--- src/rtl/i2c_cfg_pkg.sv ---
// i2c_cfg_pkg: shared state encoding, command constants and counter sizing for the I2C config sequencer
package i2c_cfg_pkg;
  typedef enum logic [3:0] {
    S_IDLE, S_PWRUP, S_FETCH, S_ISSUE, S_WAIT_RSP, S_VRD_ISSUE, S_VRD_WAIT,
    S_NEXT, S_DELAY, S_DONE, S_ERROR
  } state_t;
  localparam logic CMD_WR = 1'b0;
  localparam logic CMD_RD = 1'b1;
  localparam int DLY_ADDR = 0;
  function automatic int cnt_width(input longint a, input longint b, input longint c);
    longint m;
    m = a > b ? a : b;
    m = m > c ? m : c;
    return m < 2 ? 1 : $clog2(m + 64'd1);
  endfunction
endpackage

--- src/rtl/cfg_delay_timer.sv ---
// cfg_delay_timer: loadable down-counter, expired while it sits at zero
module cfg_delay_timer #(
  parameter int CNT_W = 8
) (
  input  logic             clk,
  input  logic             rst,
  input  logic             load,
  input  logic [CNT_W-1:0] load_val,
  output logic             expired
);
  logic [CNT_W-1:0] cnt;
  always_ff @(posedge clk) begin
    if (rst) cnt <= '0;
    else if (load) cnt <= load_val;
    else if (cnt != '0) cnt <= cnt - CNT_W'(1);
  end
  assign expired = cnt == '0;
endmodule

--- src/rtl/i2c_cfg_sequencer.sv ---
// i2c_cfg_sequencer: walks a {addr, data} config LUT and drives an I2C master with ID check, verify and retry
module i2c_cfg_sequencer
  import i2c_cfg_pkg::*;
#(
  parameter int ADDR_W     = 16,
  parameter int DATA_W     = 16,
  parameter int IDX_W      = 8,
  parameter int DLY_CYC    = 200000,
  parameter int DLY_UNIT   = 1000,
  parameter int PWRUP_CYC  = 20000,
  parameter int MAX_RETRY  = 3,
  parameter int ID_CHECK   = 1,
  parameter int VERIFY     = 0,
  parameter int AUTO_START = 1
) (
  input  logic                     clk,
  input  logic                     rst,
  input  logic                     cfg_start,
  output logic [IDX_W-1:0]         lut_index,
  input  logic [ADDR_W+DATA_W-1:0] lut_data,
  input  logic [IDX_W-1:0]         lut_size,
  output logic                     cmd_valid,
  input  logic                     cmd_ready,
  output logic                     cmd_rw,
  output logic [ADDR_W-1:0]        cmd_addr,
  output logic [DATA_W-1:0]        cmd_wdata,
  input  logic                     rsp_valid,
  input  logic                     rsp_nack,
  input  logic [DATA_W-1:0]        rsp_rdata,
  output logic                     cfg_busy,
  output logic                     cfg_done,
  output logic                     cfg_err,
  output logic [IDX_W-1:0]         err_index
);
  localparam int CNT_W = cnt_width(longint'(PWRUP_CYC), longint'(DLY_CYC),
                                   ((64'd1 << DATA_W) - 64'd1) * longint'(DLY_UNIT));
  localparam int RW = $clog2(MAX_RETRY + 2);
  localparam logic [CNT_W-1:0] PWRUP_VAL = CNT_W'(PWRUP_CYC > 0 ? PWRUP_CYC - 1 : 0);
  localparam logic [CNT_W-1:0] DLY_VAL = CNT_W'(DLY_CYC > 0 ? DLY_CYC - 1 : 0);
  state_t state, state_nxt;
  logic [RW-1:0] retry;
  logic auto_pend, tmr_load, tmr_exp, is_dly, bad, retry_ok;
  logic [CNT_W-1:0] tmr_val, dly_val;
  logic [ADDR_W-1:0] lut_addr;
  logic [DATA_W-1:0] lut_dat;
  logic [IDX_W-1:0] idx_inc;
  assign lut_addr = lut_data[ADDR_W+DATA_W-1:DATA_W];
  assign lut_dat = lut_data[DATA_W-1:0];
  assign idx_inc = lut_index + IDX_W'(1);
  assign is_dly = lut_addr == ADDR_W'(DLY_ADDR) && lut_index != '0;
  assign dly_val = lut_dat == '0 ? DLY_VAL : CNT_W'(lut_dat) * CNT_W'(DLY_UNIT) - CNT_W'(1);
  // only reads (ID check or read-back) carry data to compare
  assign bad = rsp_nack || (cmd_rw == CMD_RD && rsp_rdata != cmd_wdata);
  assign retry_ok = retry < RW'(MAX_RETRY);
  cfg_delay_timer #(.CNT_W(CNT_W)) u_tmr (
    .clk(clk), .rst(rst), .load(tmr_load), .load_val(tmr_val), .expired(tmr_exp)
  );
  always_ff @(posedge clk) begin
    if (rst) state <= S_IDLE;
    else state <= state_nxt;
  end
  always_comb begin
    state_nxt = state;
    tmr_load = 1'b0;
    tmr_val = PWRUP_VAL;
    cmd_valid = 1'b0;
    case (state)
      S_IDLE: if (cfg_start || auto_pend) begin
        state_nxt = S_PWRUP;
        tmr_load = 1'b1;
      end
      S_PWRUP: if (tmr_exp) state_nxt = lut_size == '0 ? S_DONE : S_FETCH;
      S_FETCH: begin
        state_nxt = is_dly ? S_DELAY : S_ISSUE;
        tmr_load = is_dly;
        tmr_val = dly_val;
      end
      S_ISSUE: begin
        cmd_valid = 1'b1;
        if (cmd_ready) state_nxt = S_WAIT_RSP;
      end
      S_VRD_ISSUE: begin
        cmd_valid = 1'b1;
        if (cmd_ready) state_nxt = S_VRD_WAIT;
      end
      S_WAIT_RSP, S_VRD_WAIT: if (rsp_valid)
        state_nxt = bad ? (retry_ok ? S_ISSUE : S_ERROR) :
                    (state == S_WAIT_RSP && VERIFY != 0 && cmd_rw == CMD_WR) ? S_VRD_ISSUE : S_NEXT;
      S_DELAY: if (tmr_exp) state_nxt = S_NEXT;
      S_NEXT: state_nxt = idx_inc == lut_size ? S_DONE : S_FETCH;
      default: state_nxt = S_IDLE;
    endcase
  end
  always_ff @(posedge clk) begin
    if (rst) begin
      auto_pend <= AUTO_START != 0;
      lut_index <= '0;
      retry <= '0;
      cmd_rw <= CMD_WR;
      cmd_addr <= '0;
      cmd_wdata <= '0;
      cfg_busy <= 1'b0;
      cfg_done <= 1'b0;
      cfg_err <= 1'b0;
      err_index <= '0;
    end else begin
      auto_pend <= 1'b0;
      if (state == S_IDLE && state_nxt == S_PWRUP) begin
        cfg_busy <= 1'b1;
        cfg_done <= 1'b0;
        cfg_err <= 1'b0;
        err_index <= '0;
        lut_index <= '0;
        retry <= '0;
      end
      if (state == S_FETCH) begin
        cmd_addr <= lut_addr;
        cmd_wdata <= lut_dat;
        cmd_rw <= (ID_CHECK != 0 && lut_index == '0) ? CMD_RD : CMD_WR;
      end
      if (state_nxt == S_VRD_ISSUE) cmd_rw <= CMD_RD;
      if (state == S_VRD_WAIT && state_nxt == S_ISSUE) cmd_rw <= CMD_WR;
      if ((state == S_WAIT_RSP || state == S_VRD_WAIT) && rsp_valid && bad) retry <= retry + RW'(1);
      if (state == S_NEXT) begin
        retry <= '0;
        lut_index <= idx_inc;
      end
      if (state == S_DONE) begin
        cfg_done <= 1'b1;
        cfg_busy <= 1'b0;
      end
      if (state == S_ERROR) begin
        cfg_err <= 1'b1;
        err_index <= lut_index;
        cfg_busy <= 1'b0;
      end
    end
  end
endmodule
--- config.mk ---
export PLATFORM = sky130hd
export DESIGN_NAME = i2c_cfg_sequencer
export DESIGN_NICKNAME = d
export VERILOG_FILES = /design/src/rtl/i2c_cfg_pkg.sv /design/src/rtl/cfg_delay_timer.sv /design/src/rtl/i2c_cfg_sequencer.sv
export SDC_FILE = /design/constraint.sdc
export NUM_CORES = 1
export LEC_CHECK = 0
export CAP_MARGIN = 5
export CORE_AREA = 2 2 134 136
export CTS_CLUSTER_SIZE = 28
export DETAILED_ROUTE_END_ITERATION = 16
export DIE_AREA = 0 0 136 138
export PLACE_DENSITY = 0.67
export RECOVER_POWER = 25
export SYNTH_ARGS = -nofsm -noshare
export SYNTH_HDL_FRONTEND = slang
export SYNTH_SLANG_ARGS = --single-unit
--- constraint.sdc ---
create_clock -name clk -period 6.94 [get_ports clk]
set_input_delay 0.694 -clock clk [delete_from_list [all_inputs] [get_ports clk]]
set_output_delay 0.694 -clock clk [all_outputs]
set_load 0.05 [all_outputs]
==> reports/metrics.csv, run 1 <==
stage,metric,value,unit
outcome,status,"complete, but fails checks",
outcome,violated checks,"max-capacitance violations, max-slew violations",
logic_synthesis,"Avg Cell Area, Syn",8.08,sq um
logic_synthesis,Cell variety after synth,66,
routing,DRT Pass-1 Iters,5,
power,VDD IR max,0.201,mV
power,sequential share of power,17.8,%
logic_synthesis,Synth Register Bits,86,
timing,Slew HR,-130,%
routing,antenna-violating nets left,0,
timing,Final Hold Slack,0.454,ns
placed_design,GPL Wtd Cong,0.840,
clock_network,CTS root buf,clkbuf_16,
logic_synthesis,Mapped Nets,1128,
critical_path,CP max FO,8,
grt,largest net degree at the start of global routing,73,
grt,Global Route Usage Sum,20.9,%
die,die width,136,um
job,# Max-Cap Violations,1,
clock_network,CTS Hold Bufs,0,
layout,final core occ,52.8,%
critical_path,Top delay family on crit path,adder cells,
logic_synthesis,Synth Flop Type,dfxtp_1,
routing,DRT Wirelength,19.2,mm
layout,"commonest non-fill, non-tap cells in the layout","130 x nand2_1, 113 x clkdlybuf4s50_1, 93 x inv_1",
power,leakage,3.70,nW
layout,layout cells sized above 1,4.03,%
clock_network,"CTS clk-pin slew, worst paths",0.07,ns
routing,via count,6664,
power,Clock power frac,14.2,%
critical_path,most frequent CP cell,fa_1,
placed_design,dpl hpwl,14.9,mm
logic_synthesis,synthesized area,7660,sq um
power,Tot Pwr,3.63,mW
critical_path,kind of critical path,input pin to flip-flop,
power,P per Cell Area,392,nW/um^2
routing,drc violations,0,
die,Starting Density,43.7,%
logic_synthesis,YS warnings,0,
critical_path,Reg2Reg Setup Slack,3.50,ns
power,total net switching power,1.76,mW
logic_synthesis,mux share of post-synthesis cell area,0.409,%
logic_synthesis,Synth area leader,dfxtp_1,
layout,Final Instance Area,9270,sq um
power,cell-internal power,1.88,mW
power,combinational fraction of design power,68.0,%
routing,Avg WL per Cell,15.1,um
logic_synthesis,sequential share of the synthesized area,22.5,%
die,row count,49,
clock_network,CTS tree,built,
critical_path,critical path's largest stage delay,0.64,ns
die,I/O pin cnt,115,
logic_synthesis,number of enable flip-flop cells after synthesis,0,
layout,fillcell total,1696,
grt,first-pass GRT wire length,31.7,mm
critical_path,worst path bufs/invs,3,
timing,min cycle time layout,6.15,ns
timing,post-route clock period utilization,88.5,%
critical_path,Startpoint Class,input pin,
timing,Slew Limit Fails,73,
timing,Clock Skew,0.0133,ns
clock_network,H-Tree Level Count,3,
critical_path,CP required,7.16,ns
layout,"most common cell after layout, fill and taps aside",nand2_1,
die,full die area,18800,sq um
logic_synthesis,Adder-Cell Fraction of Synth Area,24.6,%
die,Die H,138,um
critical_path,slowest CP cell,or4_1,
clock_network,# resized after CTS,0,
routing,vias per std cell,5.25,
grt,total gr overflow,0,
timing,Final TNS setup,0,ns
layout,Final #Nets,1216,
power,Sw Ratio,48.4,%
logic_synthesis,Mapped Cells,948,
timing,"Setup violations, final",0,
logic_synthesis,area share of the largest cell type after synthesis,22.5,%
placed_design,DP Cell Count,1254,
clock_network,setup bufs post-CTS,0,
logic_synthesis,Area contributors post-synth,"dfxtp_1 22%, fa_1 14%, ha_1 10%",
grt,initial antenna violation count,0,
layout,Area Growth Syn to Fin,21.0,%
clock_network,clock net sink count,86,
logic_synthesis,largest family of logic cells by synthesized area,adder cells,
timing,Fin. Hold Viols,0,
layout,# diodes,0,
timing,RSZ-0062 raised after global routing,no,
grt,number of global-route vias before repair,6369,
routing,Iter 0 DRT Violations,399,
clock_network,total CTS buffers,9,
logic_synthesis,Synth Area in XOR/XNOR,9.84,%
placed_design,placed instance area,8950,sq um
clock_network,Bufs on Longest Clock Path,2,
logic_synthesis,Synth async-reset ratio,0,%
layout,post-route insts no fill,1270,
clock_network,worst-skew pair later-pin latency,0.35,ns
critical_path,CP endpoint kind,flip-flop,
logic_synthesis,Synth Area in Compound Gates,15.4,%
hold_path,Hold Crit Class,flip-flop to flip-flop,
critical_path,CP Cell Sequence,clkdlybuf4s50_1 -> inv_1 -> fa_1 -> fa_1 -> fa_1 -> fa_1 -> inv_1 -> ha_1 -> o211ai_1 -> o211ai_1 -> a21boi_1 -> xnor2_1 -> nand2b_1 -> or4_1 -> nor4_1 -> xnor2_1 -> o22ai_1,
die,total core area,17500,sq um
critical_path,crit path DAT,6.37,ns
placed_design,IO buf count,114,
timing,fmax,163,MHz
placed_design,pre-CTS WS,0.489,ns
logic_synthesis,Synth Area in Simple Gates,20.4,%
timing,Final Worst Setup Slack,0.795,ns
timing,Worst Tran Pin Value,3.45,ns
-- sequential cells by signal, summed over array words and instances (netlist names) --
signal,count
err_index,8
cfg_err,1
cmd_addr,16
cmd_wdata,16
cfg_done,1
cmd_rw,1
cfg_busy,1
state,4
u_tmr.cnt,26
lut_index,8
retry,3
auto_pend,1
-- logic make-up after synthesis --
| kind of cell | Yosys count |
|---|---|
| AND/OR/NAND/NOR | 325 |
| AO/OA/AOI/OAI | 193 |
| buffers and inverters | 137 |
| adder cells (fa/ha/maj) | 118 |
| XOR/XNOR | 86 |
| flip-flops | 86 |
| multiplexers | 3 |
-- synth_stat cells, types with 5 or more instances --
cell      number
clkbuf_1      30
a21o_1         6
nor3_1        28
a211oi_1       8
xnor2_1       46
inv_1         93
and2_1         5
nand3_1       24
ha_1          64
nor4_1        20
and3_1         6
dfxtp_1       86
o211ai_1       8
or3_1          7
o22ai_1        8
xor2_1        40
a21oi_1       78
o21ai_0       34
a221oi_1       5
nor2_1        60
fa_1          54
buf_2         10
a31oi_1       12
nand4_1        9
nand2b_1      11
a31o_2         5
nand2_1      130
-- path summary, 6_finish.rpt --
check	to	startpoint	cells after the start
min	cmd_addr[10]	cmd_addr[10]	2
min reg2reg	cmd_addr[10]	cmd_addr[10]	2
max reg2reg	u_tmr.cnt[4]	lut_index[0]	10
max	u_tmr.cnt[24]	lut_data[2]	17
-- final cells by class --
class | instances | area, sq um | area share, %
flip-flops and latches | 86 | 1720 | 18.6
clock buffers | 10 | 239 | 2.58
inverters | 94 | 353 | 3.81
well taps | 229 | 287 | 3.09
clock inverters | 6 | 75.1 | 0.810
repair buffers | 120 | 1180 | 12.7
multi-input cells | 725 | 5410 | 58.4
-- power groups by stage --
| stage | logic, mW | clock network [mW] | registers [mW] |
|---|---|---|---|
| after floorplan | 1.89 | 0 | 0.709 |
| after global placement | 2.43 | 0 | 0.654 |
| after detailed placement | 2.45 | 0 | 0.655 |
| after CTS | 2.46 | 0.529 | 0.645 |
| after global routing | 2.78 | 0.544 | 0.659 |
| final | 2.47 | 0.517 | 0.647 |
-- routing by layer --
metal  vias up  global-route usage, %  wire (um)
li1       3392                      -          -
met1      3139                   28.4       9000
met2       116                   34.5       9200
met3        17                   3.30        633
met4         0                   5.81        333
met5         -                      0          0
-- tightest hold or removal path: stages, from the launching register on --
cell,delay (ns)
dfxtp_1,0.31
nand2_1,0.05
a21oi_1,0.05
No activity file was read; power rests on OpenSTA's default activity.
==> run 2: changes to the inputs <==
- CTS_BUF_LIST: unset -> sky130_fd_sc_hd__clkbuf_16
==> reports/metrics.csv, run 2 (same netlist as run 1, synthesis figures left out) <==
stage,metric,value,unit,change
outcome,status,"complete, but fails checks",,
outcome,violated checks,"max-capacitance violations, max-slew violations",,
layout,"most common cell after layout, fill and taps aside",nand2_1,,
critical_path,Top delay family on crit path,adder cells,,
job,# Max-Cap Violations,1,,unchanged
clock_network,CTS Hold Bufs,0,,unchanged
critical_path,most frequent CP cell,fa_1,,
clock_network,CTS root buf,clkbuf_16,,
routing,vias per std cell,5.26,,+0.32%
layout,post-route insts no fill,1270,,unchanged
hold_path,Worst Hold Launch,cmd_addr[10],,
critical_path,worst path bufs/invs,3,,unchanged
clock_network,CTS tree,built,,
critical_path,CP Cell Sequence,clkdlybuf4s50_1 -> inv_1 -> fa_1 -> fa_1 -> fa_1 -> fa_1 -> inv_1 -> ha_1 -> o211ai_1 -> o211ai_1 -> a21boi_1 -> xnor2_1 -> nand2b_1 -> or4_1 -> nor4_1 -> xnor2_1 -> o22ai_1,,
critical_path,kind of critical path,input pin to flip-flop,,
routing,via count,6685,,+0.32%
clock_network,Bufs on Longest Clock Path,2,,unchanged
timing,"Setup violations, final",0,,unchanged
timing,Fin. Hold Viols,0,,unchanged
timing,post-route clock period utilization,88.4,%,-0.17 points
grt,largest net degree at the start of global routing,73,,unchanged
routing,DRT Pass-1 Iters,5,,unchanged
timing,Slew Limit Fails,73,,unchanged
placed_design,dpl hpwl,14.9,mm,unchanged
timing,fmax,163,MHz,+0.19%
timing,Worst Tran Pin Value,3.48,ns,+0.0275 ns
power,leakage,3.69,nW,-0.15%
power,VDD IR max,0.202,mV,+0.16%
critical_path,CP required,7.16,ns,about the same
critical_path,slowest CP cell,or4_1,,
routing,DRT Wirelength,19.2,mm,about the same
critical_path,R2R Path Start,lut_index[0],,
die,Die H,138,um,unchanged
die,I/O pin cnt,115,,unchanged
clock_network,worst-skew pair later-pin latency,0.35,ns,about the same
grt,total gr overflow,0,,unchanged
critical_path,crit path DAT,6.36,ns,about the same
layout,register with the most flip-flops,u_tmr.cnt,,
die,total core area,17500,sq um,unchanged
layout,Area Growth Syn to Fin,20.9,%,
layout,layout cells sized above 1,3.94,%,-0.096 points
placed_design,GPL Wtd Cong,0.840,,unchanged
die,Starting Density,43.7,%,unchanged
routing,drc violations,0,,unchanged
critical_path,CP endpoint kind,flip-flop,,
grt,first-pass GRT wire length,31.6,mm,-0.11%
clock_network,H-Tree Level Count,3,,unchanged
critical_path,CP max FO,8,,unchanged
layout,Final #Nets,1216,,unchanged
clock_network,clock net sink count,86,,unchanged
timing,Final TNS setup,0,ns,unchanged
clock_network,setup bufs post-CTS,0,,unchanged
clock_network,"CTS clk-pin slew, worst paths",0.07,ns,about the same
layout,final core occ,52.8,%,-0.057 points
critical_path,worst reg2reg endpoint,u_tmr.cnt[4],,
grt,initial antenna violation count,0,,unchanged
grt,Global Route Usage Sum,20.9,%,-0.021 points
placed_design,IO buf count,114,,unchanged
timing,Slew HR,-132,%,-1.8 points
die,die width,136,um,unchanged
power,P per Cell Area,391,nW/um^2,-0.24%
routing,Avg WL per Cell,15.1,um,about the same
placed_design,DP Cell Count,1254,,unchanged
routing,antenna-violating nets left,0,,unchanged
timing,Final Hold Slack,0.454,ns,+0.0000330 ns
hold_path,worst hold endpoint,cmd_addr[10],,
timing,min cycle time layout,6.13,ns,-0.0119 ns
timing,Clock Skew,0.0123,ns,-0.00106 ns
critical_path,Reg2Reg Setup Slack,3.51,ns,about the same
timing,RSZ-0062 raised after global routing,no,,
clock_network,# resized after CTS,0,,unchanged
die,full die area,18800,sq um,unchanged
layout,"commonest non-fill, non-tap cells in the layout","130 x nand2_1, 113 x clkdlybuf4s50_1, 93 x inv_1",,
die,row count,49,,unchanged
critical_path,Startpoint Class,input pin,,
layout,Largest register FFs,26,,unchanged
critical_path,critical path's largest stage delay,0.64,ns,about the same
layout,# diodes,0,,unchanged
hold_path,Hold Path Depth,2,,unchanged
clock_network,total CTS buffers,9,,unchanged
hold_path,Hold Crit Class,flip-flop to flip-flop,,
grt,number of global-route vias before repair,6361,,-0.13%
layout,registers with the most flip-flops,"u_tmr.cnt: 26 flops, cmd_addr: 16 flops, cmd_wdata: 16 flops",,
critical_path,reg2reg path depth,10,,unchanged
routing,Iter 0 DRT Violations,406,,+1.8%
[run 2: cell count changes in the layout (fill, tap and decap cells not counted), sizes merged]
cell	delta
clkinv	+1
clkbuf	-1
[run 2: how the worst max path moves through the flow]
stage,start,endpoint,slack [ns],depth (start not counted)
final,lut_data[2],u_tmr.cnt[24],0.81,17
after detailed placement,lut_data[3],u_tmr.cnt[24],0.49,17
after floorplan,lut_data[8],u_tmr.cnt[21],1.48,17
after CTS,lut_data[2],u_tmr.cnt[24],0.84,17
after global routing,lut_data[2],u_tmr.cnt[24],0.47,17
after global placement,lut_data[0],u_tmr.cnt[24],0.50,17
[run 2: routing by layer]
layer	vias to the layer above	track usage, %	wire length (um)
met5	-	0	0
met4	0	5.81	344
met3	21	3.30	663
met2	124	34.5	9180
met1	3144	28.3	8960
li1	3396	-	-
[run 2: power breakdown]
part	leakage (nW)	internal, mW	switching [mW]
logic	2.85	1.02	1.45
registers	0.698	0.564	0.0820
clock network	0.146	0.284	0.223
total	3.69	1.87	1.76
[run 2: worst register-to-register path, stage by stage (launching register included)]
cell and delay (ns):
dfxtp_1 0.42, inv_1 0.10, ha_1 0.13, or4b_2 0.58, nor4_1 0.37, nor2_1 0.15, nand2_1 0.35, and2_1 0.52
nand2_1 0.23, nand2b_1 0.35, a221oi_1 0.10
[run 2: layout make-up]
class                   instances  area, sq um
fillers                      1695         8280
multi-input cells             725         5410
flip-flops and latches         86         1720
repair buffers                120         1180
inverters                      94          353
well taps                     229          287
clock buffers                   9          225
clock inverters                 7         78.8
[run 2: metrics by stage]
stage                     power [mW]  setup slack (ns)  instance area [sq um]
after floorplan                 2.60              1.48                   7660
after global placement          3.09             0.505                   8950
after detailed placement        3.10             0.489                   8950
after CTS                       3.63             0.837                   9260
after global routing            3.97             0.470                   9260
final                           3.62             0.807                   9260
